--- config.mk ---
export PLATFORM = sky130hd
export DESIGN_NAME = hamming_decode_pipe
export DESIGN_NICKNAME = d
export VERILOG_FILES = /design/src/rtl/gray_area_package.sv /design/src/rtl/hamming_syndrome.sv /design/src/rtl/hamming_decode_pipe.sv
export SDC_FILE = /design/constraint.sdc
export NUM_CORES = 1
export LEC_CHECK = 0
export BUFFER_PORTS_ARGS = -buffer_cell sky130_fd_sc_hd__buf_2
export CORE_MARGIN = 2
export CORE_UTILIZATION = 35
export DETAILED_ROUTE_END_ITERATION = 10
export GPL_ROUTABILITY_DRIVEN = 0
export MAX_ROUTING_LAYER = met4
export PLACE_DENSITY = 0.55
export SYNTH_ARGS = -nofsm -noshare
export SYNTH_HDL_FRONTEND = slang
export SYNTH_SLANG_ARGS = --single-unit
--- constraint.sdc ---
create_clock -name clk -period 3.8 [get_ports clk]
set_input_delay 0.76 -clock clk [delete_from_list [all_inputs] [get_ports clk]]
set_output_delay 0.76 -clock clk [all_outputs]
set_load 0.01 [all_outputs]
--- src/rtl/gray_area_package.sv ---
// Shared Hamming helpers and the error-class encoding for the
// streaming SECDED decoder.
package gray_area_package;

  typedef enum logic [1:0] {
    HAM_OK,
    HAM_SINGLE,
    HAM_DOUBLE,
    HAM_UNCORR
  } ham_err_e;

  // Smallest r such that 2^r covers data, parity and position 0.
  function automatic int hamming_address_width(input int dw);
    int r;
    r = 0;
    for (int i = 1; i < 31; i++)
      if (r == 0 && (1 << i) >= dw + i + 1)
        r = i;
    return r;
  endfunction

  function automatic int hamming_coded_width(input int dw);
    return dw + hamming_address_width(dw) + 1;
  endfunction

endpackage

--- src/rtl/hamming_syndrome.sv ---
// Combinational syndrome and overall parity of a Hamming codeword;
// shared between the decoder and the encoder check path.
module hamming_syndrome #(
  parameter int CODED_WIDTH = 39,
  parameter int ADDR_WIDTH  = 6
) (
  input  logic [CODED_WIDTH-1:0] i_code,
  output logic [ADDR_WIDTH-1:0]  o_syndrome,
  output logic                   o_parity
);

  always_comb begin
    o_syndrome = '0;
    for (int i = 1; i < CODED_WIDTH; i++)
      if (i_code[i])
        o_syndrome = o_syndrome ^ ADDR_WIDTH'(i);
  end

  assign o_parity = ^i_code;

endmodule

--- src/rtl/hamming_decode_pipe.sv ---
// Two-stage streaming SECDED decoder with optional single-bit
// correction, saturating error counters and last-fault capture.
module hamming_decode_pipe
  import gray_area_package::*;
#(
  parameter int  DATA_WIDTH  = 32,
  parameter int  CNT_WIDTH   = 16,
  localparam int ADDR_WIDTH  = hamming_address_width(DATA_WIDTH),
  localparam int CODED_WIDTH = hamming_coded_width(DATA_WIDTH)
) (
  input  logic                   clk,
  input  logic                   rst,
  input  logic                   correct_en_i,
  input  logic                   clr_cnt_i,
  input  logic                   in_valid_i,
  output logic                   in_ready_o,
  input  logic [CODED_WIDTH-1:0] data_in_i,
  output logic                   out_valid_o,
  input  logic                   out_ready_i,
  output logic [DATA_WIDTH-1:0]  data_out_o,
  output logic [CODED_WIDTH-1:0] raw_data_o,
  output logic [1:0]             num_errors_o,
  output logic [ADDR_WIDTH-1:0]  fault_location_o,
  output logic [CNT_WIDTH-1:0]   corr_count_o,
  output logic [CNT_WIDTH-1:0]   uncorr_count_o,
  output logic [ADDR_WIDTH-1:0]  last_fault_loc_o,
  output logic                   last_fault_vld_o
);

  logic                   r_s1_vld;
  logic [CODED_WIDTH-1:0] r_s1_code;
  logic [ADDR_WIDTH-1:0]  r_s1_syn;
  logic                   r_s1_par;
  logic                   r_s1_cen;

  logic                   r_s2_vld;
  ham_err_e               r_s2_cls;
  logic [DATA_WIDTH-1:0]  r_s2_data;
  logic [CODED_WIDTH-1:0] r_s2_raw;
  logic [ADDR_WIDTH-1:0]  r_s2_loc;

  logic [CNT_WIDTH-1:0]   r_corr;
  logic [CNT_WIDTH-1:0]   r_uncorr;
  logic [ADDR_WIDTH-1:0]  r_last_loc;
  logic                   r_last_vld;

  logic [ADDR_WIDTH-1:0]  w_syn;
  logic                   w_par;
  logic                   w_adv;
  logic                   w_xfer;
  logic                   w_syn_zero;
  logic                   w_in_range;
  ham_err_e               w_cls;
  logic [CODED_WIDTH-1:0] w_flip;
  logic [CODED_WIDTH-1:0] w_fixed;
  logic [DATA_WIDTH-1:0]  w_data;

  hamming_syndrome #(
    .CODED_WIDTH (CODED_WIDTH),
    .ADDR_WIDTH  (ADDR_WIDTH)
  ) u_syn (
    .i_code     (data_in_i),
    .o_syndrome (w_syn),
    .o_parity   (w_par)
  );

  assign w_adv  = !r_s2_vld || out_ready_i;
  assign w_xfer = r_s2_vld && out_ready_i;

  assign w_syn_zero = (r_s1_syn == '0);
  assign w_in_range = int'(r_s1_syn) < CODED_WIDTH;

  always_comb begin
    w_cls = HAM_OK;
    unique case (1'b1)
      (w_syn_zero && !r_s1_par):               w_cls = HAM_OK;
      (w_syn_zero && r_s1_par):                w_cls = HAM_SINGLE;
      (!w_syn_zero && !r_s1_par):              w_cls = HAM_DOUBLE;
      (!w_syn_zero && r_s1_par && w_in_range): w_cls = HAM_SINGLE;
      (!w_syn_zero && r_s1_par && !w_in_range): w_cls = HAM_UNCORR;
    endcase
  end

  // Syndrome 0 flips only the overall parity bit, leaving the payload intact.
  assign w_flip  = (w_cls == HAM_SINGLE && r_s1_cen) ?
                   (CODED_WIDTH'(1) << r_s1_syn) : '0;
  assign w_fixed = r_s1_code ^ w_flip;

  for (genvar k = 1; k < ADDR_WIDTH; k++) begin : g_seg
    localparam int LO  = (1 << k) + 1;
    localparam int TOP = (1 << (k + 1)) - 1;
    localparam int HI  = (TOP < CODED_WIDTH - 1) ? TOP : CODED_WIDTH - 1;
    localparam int OFF = (1 << k) - k - 1;
    if (HI >= LO) begin : g_map
      assign w_data[OFF +: HI-LO+1] = w_fixed[HI:LO];
    end
  end

  always_ff @(posedge clk) begin
    if (rst) begin
      r_s1_vld  <= 1'b0;
      r_s1_code <= '0;
      r_s1_syn  <= '0;
      r_s1_par  <= 1'b0;
      r_s1_cen  <= 1'b0;
      r_s2_vld  <= 1'b0;
      r_s2_cls  <= HAM_OK;
      r_s2_data <= '0;
      r_s2_raw  <= '0;
      r_s2_loc  <= '0;
    end else if (w_adv) begin
      r_s1_vld <= in_valid_i;
      if (in_valid_i) begin
        r_s1_code <= data_in_i;
        r_s1_syn  <= w_syn;
        r_s1_par  <= w_par;
        r_s1_cen  <= correct_en_i;
      end
      r_s2_vld <= r_s1_vld;
      if (r_s1_vld) begin
        r_s2_cls  <= w_cls;
        r_s2_data <= w_data;
        r_s2_raw  <= r_s1_code;
        r_s2_loc  <= r_s1_syn;
      end
    end
  end

  always_ff @(posedge clk) begin
    if (rst || clr_cnt_i) begin
      r_corr     <= '0;
      r_uncorr   <= '0;
      r_last_loc <= '0;
      r_last_vld <= 1'b0;
    end else if (w_xfer) begin
      if (r_s2_cls == HAM_SINGLE && r_corr != '1)
        r_corr <= r_corr + CNT_WIDTH'(1);
      if ((r_s2_cls == HAM_DOUBLE || r_s2_cls == HAM_UNCORR)
          && r_uncorr != '1)
        r_uncorr <= r_uncorr + CNT_WIDTH'(1);
      if (r_s2_cls != HAM_OK) begin
        r_last_loc <= r_s2_loc;
        r_last_vld <= 1'b1;
      end
    end
  end

  assign in_ready_o       = w_adv;
  assign out_valid_o      = r_s2_vld;
  assign data_out_o       = r_s2_data;
  assign raw_data_o       = r_s2_raw;
  assign num_errors_o     = r_s2_cls;
  assign fault_location_o = r_s2_loc;
  assign corr_count_o     = r_corr;
  assign uncorr_count_o   = r_uncorr;
  assign last_fault_loc_o = r_last_loc;
  assign last_fault_vld_o = r_last_vld;

endmodule
==> impl_results.md <==
- Crit Path Max Fanout: 24
- Min Hold Slack: 449.9 ps
- Status: finished, final reports clean
- Unrepaired setup endpoints after global routing: no
- Syn Std Cell Area: 7271 sq um
- Cts bufs inserted: 17
- Residual DRC: 0
- Hold Crit Start: last_fault_vld_o
- GR Overflow Total: 0
- Switch share: 26.40%
- Reg-to-reg startpoint: uncorr_count_o[6]
- Clock power frac: a little over two fifths
- Post-synth ARST share: 0%
- Endpoints failing hold: 0
- WL/cell: 15.32 microns
- DRT antenna net count: 0
- Vias in the first global route: 5,810
- Num rows: 52
- Synthesized flop and latch total: 167
- Fin crit share: 59.03%
- Final WS setup: 1557 ps
- CTS tree: built
- CP required: 4150 ps
- Clock sink count: 167
- Die area: 21,940 sq um
- Root Driver: clkbuf_16
- I/O Buffers: 164
- Critical Path End Type: register
- Hold path depth: 2
- Detail Placement HPWL: 14,030 microns
- Mux share of post-synthesis cell area: between 1 and 1.5%
- Logic pwr share: 14.2%
- Final core occ: 44.03%
- Layout Skew: approximately 9.4 ps
- Yosys cell types: 44
- Initial Utilization: about 36%
- Post-synthesis cell count: 873
- # Max-Cap Violations: 0
- # H-tree levels: 4
- R2R cell count: 6
- Area Overhead vs Synth: 22.92%
- Fraction of layout cells with a size suffix above 1: between 20% and 30%
- Reg power frac: between 40% and 50%
- Clock buffer depth: 2
- Synth Area in Simple Gates: 22.10%
- Fmax achieved: 445.8 MHz
- IO Pins: ~170
- # setup viols final: 0
- Main combinational cell family by area after synthesis: simple AND/OR/NAND/NOR gates
- Syn_nets: 920
- Cts repair resizes: 0
- N_diodes: 0
- Fill cells: 2,117
- Via/cell ratio: 4.763
- Initial antenna violation count: 0
- Setup repair bufs after CTS: 0
- Die Height: roughly 150 microns
- Adder-cell share of the synthesized area: less than 1%
- Synth Flop Type: dfxtp_1
- Slew headroom: approximately a third
- Setup WS pre-CTS: 1120 ps
- Arrival time worst endpoint: ~2600 ps
- Worst skew pair latency: 430 ps
- Leakage: 3.601 nW
- Synth warn: 0
- All-Layer GR Usage: 18.70%
- Core ar.: about 20,000 sq um
- R2r endpoint: uncorr_count_o[7]
- Switching power: ~1.2 mW
- Synth Area per Inst: roughly 8.3 sq um
- Router iterations before antenna repair: 5
- Post-synth EDFFs: 0
- Vias: 6,163
- Critical path type: in2reg
- Post-Synth XOR/XNOR Area: 15.81%
- Largest net degree at the start of global routing: 76
- Die Width: 148.1 microns
- Final min period: 2243 ps
- R2R setup slack: 1610 ps
- Initial DRC count: between 200 and 300
- First-pass GRT wire length: 31,240 microns
- Int Pwr: 3.265 mW
- Hold/Removal Path Class: reg2reg
- CTS clk-pin slew, worst paths: 60 ps
- Hold buffers post-CTS: 0
- Post-synthesis compound-gate area fraction: 11.50%
- Setup TNS: 0 ps
- Final slew viol count: 0
- NumNets Final: roughly 1,100
- Seq/Total Area, Yosys: between 40% and 50%
- Total Wirelength: 19,830 microns
- Worst hold endpoint: last_fault_vld_o
- Worst-margin pin slew: 1001 ps
- Pwr per Cell Area: 496.4 nW/um^2
- VDD IR max: ~0.00032 V
- Startpoint types: input pin
-- power by group through the flow --
stage	Combinational, mW	Clock (mW)	Sequential [mW]
2_1_floorplan	0.456	0	1.95
3_3_place_gp	0.631	0	1.97
3_5_place_dp	0.637	0	1.97
4_1_cts	0.637	1.91	1.93
5_1_grt	0.699	1.99	1.95
6_report	0.631	1.87	1.94
-- flip-flops by register name (all words and copies together) (netlist names) --
| name | count |
|---|---|
| r_s1_syn | 6 |
| fault_location_o | 6 |
| raw_data_o | 39 |
| last_fault_vld_o | 1 |
| out_valid_o | 1 |
| r_s1_cen | 1 |
| last_fault_loc_o | 6 |
| data_out_o | 32 |
| r_s1_par | 1 |
| num_errors_o | 2 |
| corr_count_o | 16 |
| r_s1_vld | 1 |
| uncorr_count_o | 16 |
| r_s1_code | 39 |
-- metal layers --
layer / global-route usage, % / part of all wire, % / up-vias
met2: 28.87 / 45 / 172
met5: - / 0 / -
li1: - / - / 3174
met3: 3.988 / 5.9 / 19
met1: 24.85 / 48 / 2798
met4: 5.381 / 1.3 / 0
-- logic make-up after synthesis --
| logic type | after synthesis |
|---|---|
| flip-flops | 167 |
| AND/OR/NAND/NOR | 376 |
| AO/OA/AOI/OAI | 142 |
| adder cells (fa/ha/maj) | 2 |
| multiplexers | 10 |
| XOR/XNOR | 120 |
| buffers and inverters | 56 |
-- through the flow --
| step | instance area (sq um) | instances | total power [mW] |
|---|---|---|---|
| 4_1_cts | 8937 | 1294 | 4.485 |
| 5_1_grt | 8937 | 1294 | 4.637 |
| 6_report | 8937 | 1294 | 4.436 |
| 3_5_place_dp | 8304 | 1262 | 2.609 |
| 2_1_floorplan | 7271 | 873 | 2.401 |
| 3_3_place_gp | 8304 | 1262 | 2.605 |
-- worst max-delay path, cell delays in order --
cell and delay [ps]:
buf_2 120, nand2b_1 250, nand2_1 790, buf_4 430, nand2_1 90, a21oi_1 150
-- final cells by class --
class / count / area, sq um / area share, %
clock buffer: 22 / 464.2 / 5.194
clock inverter: 10 / 168.9 / 1.890
inverter: 4 / 15.01 / 0.1680
multi-input combinational: 650 / 3720 / 41.62
sequential: 167 / 3343 / 37.41
tap: 270 / 337.8 / 3.780
timing repair buffer: 171 / 888.4 / 9.940
-- how the worst max path moves through the flow --
stage	start	to	slack, ps	cells past startpoint
6_report	out_ready_i	raw_data_o[38]	1560	6
5_1_grt	uncorr_count_o[6]	uncorr_count_o[7]	1290	6
4_1_cts	out_ready_i	raw_data_o[23]	1560	6
3_5_place_dp	data_in_i[37]	r_s1_par	1120	7
3_3_place_gp	data_in_i[37]	r_s1_par	1130	7
2_1_floorplan	data_in_i[36]	r_s1_par	1520	6
-- synth_stat cells, types with 2 or more instances --
| cell | count | area [sq um] |
|---|---|---|
| and2_1 | 6 | 37.54 |
| xor2_1 | 54 | 473.0 |
| xnor3_1 | 5 | 112.6 |
| nor3b_1 | 5 | 37.54 |
| nand3b_1 | 4 | 30.03 |
| clkbuf_1 | 47 | 176.4 |
| o21ai_0 | 5 | 25.02 |
| a21oi_1 | 95 | 475.5 |
| and4_1 | 3 | 26.28 |
| a211oi_1 | 32 | 240.2 |
| or2_2 | 2 | 12.51 |
| or3_1 | 2 | 12.51 |
| mux2i_1 | 10 | 100.1 |
| and3_1 | 6 | 37.54 |
| buf_1 | 5 | 18.77 |
| nor4_1 | 3 | 18.77 |
| nand3_1 | 15 | 75.07 |
| nand2_1 | 222 | 833.3 |
| o311ai_0 | 2 | 17.52 |
| nor3_1 | 7 | 35.03 |
| ha_1 | 2 | 25.02 |
| nor2_1 | 80 | 300.3 |
| xnor2_1 | 58 | 508.0 |
| nor2b_1 | 3 | 18.77 |
| nand2b_1 | 2 | 12.51 |
| dfxtp_1 | 167 | 3343 |
| inv_1 | 4 | 15.01 |
| xnor2_2 | 2 | 32.53 |
| nand4_1 | 10 | 62.56 |
-- layout by cell type (no fill, tap or decap), types with 5 or more instances in the layout --
cell type	count
nand2_1	222
dfxtp_1	167
buf_2	163
a21oi_1	95
nor2_1	80
xnor2_1	58
xor2_1	54
a211oi_1	32
clkbuf_16	17
nand3_1	15
nand4_1	10
mux2i_1	10
nor3_1	7
buf_4	7
and3_1	6
and2_1	5
o21ai_0	5
nor3b_1	5
xnor3_1	5
Power figures use the tool's default switching activity.
